<file path="src/rtl/pll_pkg.sv">
// pll_pkg: shared definitions for clock-control blocks.
//   pll_state_e - sequencer state encoding (PLL_RST, WAIT_LOCK, STABLE, RUN, FAULT)
//   pll_outs_t  - Moore output bundle decoded from a state
//   pll_decode  - state -> output decode
//   max3        - largest of three values, for sizing shared counters
package pll_pkg;

    typedef enum logic [2:0] {
        PLL_RST   = 3'd0,
        WAIT_LOCK = 3'd1,
        STABLE    = 3'd2,
        RUN       = 3'd3,
        FAULT     = 3'd4
    } pll_state_e;

    typedef struct packed {
        logic pll_resetb;
        logic sys_reset;
        logic ready;
        logic fault;
    } pll_outs_t;

    function automatic pll_outs_t pll_decode(input pll_state_e s);
        pll_outs_t o;
        o.pll_resetb = 1'b0;
        o.sys_reset  = 1'b1;
        o.ready      = 1'b0;
        o.fault      = 1'b0;
        case (s)
            WAIT_LOCK, STABLE: o.pll_resetb = 1'b1;
            RUN: begin
                o.pll_resetb = 1'b1;
                o.sys_reset  = 1'b0;
                o.ready      = 1'b1;
            end
            FAULT:   o.fault = 1'b1;
            default: ;
        endcase
        return o;
    endfunction

    function automatic int unsigned max3(input int unsigned a, input int unsigned b,
                                         input int unsigned c);
        int unsigned m;
        m = a;
        if (b > m) m = b;
        if (c > m) m = c;
        return m;
    endfunction

endpackage

</file>
<file path="src/rtl/sync_2ff.sv">
// sync_2ff: two-flop synchronizer for a single asynchronous level.
//   clk - destination clock
//   rst - asynchronous active-high reset, clears both flops to 0
//   d   - asynchronous input
//   q   - synchronized output, two clk cycles of latency
module sync_2ff (
    input  logic clk,
    input  logic rst,
    input  logic d,
    output logic q
);

    logic meta_q;

    always_ff @(posedge clk or posedge rst) begin
        if (rst) begin
            meta_q <= 1'b0;
            q      <= 1'b0;
        end else begin
            meta_q <= d;
            q      <= meta_q;
        end
    end

endmodule

</file>
<file path="src/rtl/pll_lock_sequencer.sv">
// pll_lock_sequencer: brings a PLL out of reset, waits for a stable lock, then
// releases the downstream reset. Retries a bounded number of times on lock
// timeout and parks in a terminal fault state when retries run out.
//   clk         - free-running reference clock (PLL input side)
//   reset       - asynchronous active-high reset
//   pll_locked  - raw PLL lock, asynchronous to clk
//   relock_req  - single-cycle request to re-sequence (honoured only in RUN)
//   pll_resetb  - active-low PLL reset
//   sys_reset   - active-high reset for PLL output-domain logic
//   ready       - PLL locked and stable, sys_reset released
//   fault       - retries exhausted, cleared only by reset
//   retry_count - retries used in the current acquisition, saturates at 3
module pll_lock_sequencer
    import pll_pkg::*;
#(
    parameter int unsigned PLL_RESET_CYCLES    = 16,
    parameter int unsigned LOCK_STABLE_CYCLES  = 1024,
    parameter int unsigned LOCK_TIMEOUT_CYCLES = 65536,
    parameter int unsigned MAX_RETRIES         = 3
) (
    input  logic       clk,
    input  logic       reset,
    input  logic       pll_locked,
    input  logic       relock_req,
    output logic       pll_resetb,
    output logic       sys_reset,
    output logic       ready,
    output logic       fault,
    output logic [1:0] retry_count
);

    localparam int unsigned CNT_MAX = max3(PLL_RESET_CYCLES, LOCK_STABLE_CYCLES,
                                           LOCK_TIMEOUT_CYCLES);
    localparam int unsigned CW = $clog2(CNT_MAX) + 1;
    localparam int unsigned RW = ($clog2(MAX_RETRIES + 1) > 2) ? $clog2(MAX_RETRIES + 1) : 2;

    localparam logic [CW-1:0] RST_LAST     = CW'(PLL_RESET_CYCLES - 1);
    localparam logic [CW-1:0] STABLE_LAST  = CW'(LOCK_STABLE_CYCLES - 1);
    localparam logic [CW-1:0] TIMEOUT_LAST = CW'(LOCK_TIMEOUT_CYCLES - 1);
    localparam logic [RW-1:0] RETRY_LIMIT  = RW'(MAX_RETRIES);

    logic       lock_s;
    pll_state_e state_q, state_d;
    logic [CW-1:0] cnt_q, cnt_d;
    logic [RW-1:0] retry_q, retry_d;
    logic [1:0]    retry_cnt_d;
    pll_outs_t     outs_d;

    sync_2ff u_lock_sync (
        .clk (clk),
        .rst (reset),
        .d   (pll_locked),
        .q   (lock_s)
    );

    // One counter serves every timed state; it is cleared on each state change
    // and never counts past the terminal value of the current state.
    always_comb begin
        state_d = state_q;
        cnt_d   = cnt_q + CW'(1);
        retry_d = retry_q;
        case (state_q)
            PLL_RST: begin
                if (cnt_q == RST_LAST) begin
                    state_d = WAIT_LOCK;
                    cnt_d   = '0;
                end
            end
            WAIT_LOCK: begin
                if (lock_s) begin
                    state_d = STABLE;
                    cnt_d   = '0;
                end else if (cnt_q == TIMEOUT_LAST) begin
                    cnt_d = '0;
                    if (retry_q < RETRY_LIMIT) begin
                        retry_d = retry_q + RW'(1);
                        state_d = PLL_RST;
                    end else begin
                        state_d = FAULT;
                    end
                end
            end
            STABLE: begin
                if (!lock_s) begin
                    state_d = WAIT_LOCK;
                    cnt_d   = '0;
                end else if (cnt_q == STABLE_LAST) begin
                    state_d = RUN;
                    cnt_d   = '0;
                    retry_d = '0;
                end
            end
            RUN: begin
                cnt_d = '0;
                if (!lock_s || relock_req) state_d = PLL_RST;
            end
            FAULT: cnt_d = '0;
            default: begin
                state_d = PLL_RST;
                cnt_d   = '0;
            end
        endcase
        // Outputs are decoded from the next state so the registered outputs
        // always match the registered state.
        outs_d      = pll_decode(state_d);
        retry_cnt_d = (retry_d >= RW'(3)) ? 2'd3 : retry_d[1:0];
    end

    always_ff @(posedge clk or posedge reset) begin
        if (reset) begin
            state_q     <= PLL_RST;
            cnt_q       <= '0;
            retry_q     <= '0;
            pll_resetb  <= 1'b0;
            sys_reset   <= 1'b1;
            ready       <= 1'b0;
            fault       <= 1'b0;
            retry_count <= '0;
        end else begin
            state_q     <= state_d;
            cnt_q       <= cnt_d;
            retry_q     <= retry_d;
            pll_resetb  <= outs_d.pll_resetb;
            sys_reset   <= outs_d.sys_reset;
            ready       <= outs_d.ready;
            fault       <= outs_d.fault;
            retry_count <= retry_cnt_d;
        end
    end

endmodule
</file>
<file path="config.mk">
export PLATFORM = sky130hd
export DESIGN_NAME = pll_lock_sequencer
export DESIGN_NICKNAME = d
export VERILOG_FILES = /design/src/rtl/pll_pkg.sv /design/src/rtl/sync_2ff.sv /design/src/rtl/pll_lock_sequencer.sv
export SDC_FILE = /design/constraint.sdc
export NUM_CORES = 1
export LEC_CHECK = 0
export BUFFER_PORTS_ARGS = -buffer_cell sky130_fd_sc_hd__buf_4
export CORE_MARGIN = 2
export CORE_UTILIZATION = 42
export CTS_CLUSTER_DIAMETER = 100
export DETAILED_ROUTE_END_ITERATION = 8
export SETUP_SLACK_MARGIN = 0.15
export SLEW_MARGIN = 20
export SYNTH_ARGS = -nofsm -noshare
export SYNTH_HDL_FRONTEND = slang
export SYNTH_SLANG_ARGS = --single-unit
</file>
<file path="constraint.sdc">
create_clock -name clk -period 5.56 [get_ports clk]
set_clock_uncertainty 0.2 [all_clocks]
set_input_delay 1.39 -clock clk [delete_from_list [all_inputs] [get_ports clk]]
set_output_delay 1.39 -clock clk [all_outputs]
set_load 0.01 [all_outputs]
</file>
# Yosys cells after proc, flatten, opt, wreduce, memory -nomap -nowiden
# Index checks and enable logic that the tools add are counted.
[op_classes]
n_eq_ne = 11
order_cmp = 2
muxes = 24
n_reduce_logical = 4
addsub = 2
[ops]
columns = ["op", "n"]
rows = [
  ["17-bit two-way mux", 5],
  ["17-bit case mux with 3 select lines", 1],
  ["3-bit two-way mux", 7],
  ["17-bit by 1-bit adder with 17-bit output, second input constant", 1],
  ["17-bit by 10-bit == test with 1-bit output, second input constant", 1],
  ["17-bit by 16-bit == test with 1-bit output, second input constant", 1],
  ["17-bit by 4-bit == test with 1-bit output, second input constant", 1],
  ["3-bit case mux with 5 select lines", 1],
  ["2-bit two-way mux", 7],
  ["3-bit by 2-bit == test with 1-bit output, second input constant", 4],
  ["3-bit by 1-bit == test with 1-bit output, second input constant", 2],
  ["3-bit == test, second input constant", 2],
  ["2-bit case mux with 2 select lines", 1],
  ["3-bit zero test", 1],
  ["3-bit OR reduction", 1],
  ["2-bit by 1-bit adder with 2-bit output, second input constant", 1],
  ["2-bit >= comparator, second input constant", 1],
  ["2-bit < comparator, second input constant", 1],
  ["1-bit two-way mux", 2],
  ["1-bit zero test", 1],
  ["1-bit logical OR", 1],
]
[word_totals]
out_inout_bits = 6
reg_bits = 30
inputBits = 4

# Logic depth before layout (Yosys ltp)
[logic_depth]
depth_word = 8
depth_mapped = 10
ltp_nobuf = 10

# Hierarchy
# A second synthesis with hierarchy kept.
[hier_totals]
hier_cells = 142
hier_area_um2 = 1400.1
[modules_own_cells]
columns = ["mod", "seq_area_each_um2", "instances", "area_each_um2", "cells_per_inst"]
rows = [
  ["pll_lock_sequencer", 676.9, 1, 1346.3, 139],
  ["sync_2ff", 50.0, 1, 53.8, 3],
]

# Least setup slack after synthesis
# OpenSTA, ideal clock, no wires.
[synth_path]
path_kind = "reg2reg"
startpoint = "register cnt_q[0]"
endpoint = "register pll_resetb"
stages_incl_launch_ff = 11
period_less_slack_ns = 2.377
t_arrival_ns = 2.042
setup_ns = 0.135
path_slack_ns = 3.183
path_buffers = 0
cell_sequence = "dfrtp_1 > ha_1 > and3_1 > and3_1 > and4_1 > ha_1 > nor3_1 > a31oi_1 > nor2_1 > a221oi_1 > nand2_1"
[synth_rtl]
columns = ["element", "line", "source"]
rows = [
  ["start, declared", "pll_lock_sequencer.sv:44", "logic [CW-1:0] cnt_q, cnt_d;"],
  ["start signal, assigned", "pll_lock_sequencer.sv:121", "cnt_q <= cnt_d;"],
  ["end signal, assigned", "pll_lock_sequencer.sv:123", "pll_resetb <= outs_d.pll_resetb;"],
  ["end, declared", "pll_lock_sequencer.sv:25", "output logic pll_resetb,"],
]

==> out/qor.yml <==
synth.distinct_cells: 33
synth-simple-area-share_pct: 26.6
finalSetupViolCount: 0
max-cap-violations: 0
synth_top_area_share_pct: 51.2
synth-xor-area-share_pct: 8.96
first_global_vias: 903
core_area_sq_mm: 0.00308
routabilityCongestion: 0.783
relSlewSlack_pct: 59.8
cp-end-kind: "register"
reg2reg_from: "cnt_q[0]"
crit_path_start: "cnt_q[0]"
fmax_mhz: 365
seq_power_share_pct: 49.9
grt_max_degree: 30
vias: 978
diodes: 0
postCtsResizedCells: 0
cp_data_arrival_time_ps: 2790
drt_iter0_drc: 19
grt_setup_unrepaired: "false"
drive_gt1_share_pct: 12.1
gr-usage-all-layers_pct: 15.0
ys_ff_latch: 29
initial_core_util_pct: 44.5
postCtsSetupBuffers: 0
post_drt_wl_per_cell_um: 11.9
rows: 20
cts_tree: "done"
power.leakage_nw: 0.753
synthToLayoutAreaGrowth_pct: 11.6
synth_fa_ha_area_share_pct: 2.74
drc_errors: 0
clkTransAtPathRegs_ps: 90
netSwitchingFraction_pct: 32.3
fin_crit_ps: 2740
synth_compound_area_share_pct: 5.30
synth_common_cells: "dfrtp_1 (28), nor2_1 (23), nand2_1 (9)"
ir_drop_uv: 167
htreeDepth: 2
status: "complete, no violations"
holdWs_ps: 157
die_w_um: 61.1
worstSetupPathType: "reg -> reg"
min_from: "u_lock_sync.meta_q"
power.internal_mw: 0.360
grt_antenna_before_repair: 0
cp.required_ps: 5620
die_y_um: 61.1
cts_root_buf: "clkbuf_4"
grt.overflow.total: 0
tightestPinTransition_ps: 598
hp-class: "reg -> reg"
synthArstFlopShare_pct: 100
cp_top_family: "simple AND/OR/NAND/NOR gates"
hold_viol_final: 0
power.switching_mw: 0.172
path_buf_inv: 0
vias_per_cell: 5.07
syn_nets: 142
ys_seq_area_share_pct: 53.1
postSynthCellCount: 135
path_cells: "ha_1, and3_1, and3_1, and4_1, ha_1, nor3_1, a31oi_1, nor2_1, a221oi_1, nand2b_1"
synth_area_leader_cell: "dfrtp_1"
routed_wl_um: 2300
placed_area_sq_mm: 0.00147
io_pins: 10
max_stage_delay_ps: 460
dp_hpwl_um: 1560
design_area_sq_mm: 0.00153
drtAntennaViolNets: 0
comb_power_share_pct: 25.3
finalMaxSlewViolations: 0
p_total_mw: 0.532
insertion_delay_ps: 320
yosysMostFrequentCell: "dfrtp_1"
io_buffers: 9
p_clk_share_pct: 24.8
power_density_mw_per_mm2: 348
synth_top_family_by_area: "simple AND/OR/NAND/NOR gates"
synth_edf_count: 0
cts_buffers: 5
fill_cells: 306
grt_pass1_wl_um: 4060
synth_area_sq_mm: 0.00137
cp_max_fo: 6
start_kind: "register"
period_share_pct: 49.2
syn_area_per_cell_sq_um: 10.1
cts.sinks: 29
muxShareOfSynthArea_pct: 0
ctsHoldBuffers: 0
cts.path.max_buffers: 2
fin_tns_setup_ps: 0
nNetsFinal: 155
yosysWarnings: 0
synth.area.top_cells: "dfrtp_1 (51%), nor2_1 (6.3%), xnor2_1 (4.5%)"
dr.pass1.iters: 4
cp_slowest_cell: "a221oi_1"
synthFlopType: "dfrtp_1"
dieArea_sq_mm: 0.00373
[through the flow]
step	instances	setup slack (ps)	utilization [%]
finish	193	2820	49.6
global route	193	2540	49.6
CTS	193	2800	49.6
detailed placement	185	2810	47.7
global placement	185	2890	47.7
floorplan	135	3180	-
[state kept, by name, summed over array words and instances (netlist names)]
| register | cells |
|---|---|
| cnt_q | 17 |
| u_lock_sync.meta_q | 1 |
| retry_q | 1 |
| u_lock_sync.q | 1 |
| pll_resetb | 1 |
| ready | 1 |
| fault | 1 |
| state_q | 3 |
| retry_count | 2 |
| sys_reset | 1 |
[kinds of logic (layout without fill, tap and decap cells)]
logic type / after synthesis / count (layout)
AOI/OAI and AO/OA: 9 / 9
xor gates and xnor gates: 14 / 14
adders and majority gates: 3 / 3
buffers and inverters: 9 / 23
DFF: 29 / 29
and+or+nand+nor: 71 / 71
[worst paths after layout]
kind | end | slack, ps | cells past startpoint
hold reg to reg | u_lock_sync.q | 160 | 0
max in group asynchronous | state_q[1] | 3820 | 2
setup / recovery | sys_reset | 2820 | 10
hold / removal | u_lock_sync.q | 160 | 0
setup reg to reg | sys_reset | 2820 | 10
min in group asynchronous | cnt_q[2] | 930 | 2
[cell usage in the layout (no fill, tap or decap), types with 5 or more instances in the layout]
cell type,netlist,routed
buf_4,1,9
xor2_1,7,7
and3_1,5,5
clkbuf_4,0,5
xnor2_1,7,7
nor3_1,7,7
nand3_1,7,7
dfrtp_1,28,28
inv_1,6,5
nor2_1,23,23
nand2_1,9,9
[power by group through the flow]
stage | clock network (mW) | registers (mW) | logic, mW
after floorplan | 0 | 0.261 | 0.124
after global placement | 0 | 0.268 | 0.134
after detailed placement | 0 | 0.270 | 0.137
after CTS | 0.137 | 0.265 | 0.137
after global routing | 0.147 | 0.272 | 0.154
final | 0.132 | 0.266 | 0.135
[worst reg2reg max path, delay by kind of cell (launching register included)]
family	cells	cell delay [ps]
AOI/OAI and AO/OA	2	600
DFF	1	390
adders and majority gates	2	440
and+or+nand+nor	6	1060
[metal layers]
layer / wire length, um / track usage, % / vias to the layer above / share of wire [%]
met1: 1120 / 20.8 / 474 / 49
met2: 1080 / 21.9 / 14 / 47
met4: 15 / 6.52 / 0 / 0.65
li1: - / - / 488 / -
met3: 85 / 4.41 / 2 / 3.7
met5: 0 / 0 / - / 0
[layout make-up]
type	instances	area [sq um]	share of cell area (%)
well taps	44	55.1	3.60
multi-input cells	97	597	39.1
clock buffers	8	58.8	3.85
inverters	6	22.5	1.47
repair buffers	9	67.6	4.42
flip-flops and latches	29	727	47.6
Note: power is estimated with default switching activity, not from simulation.
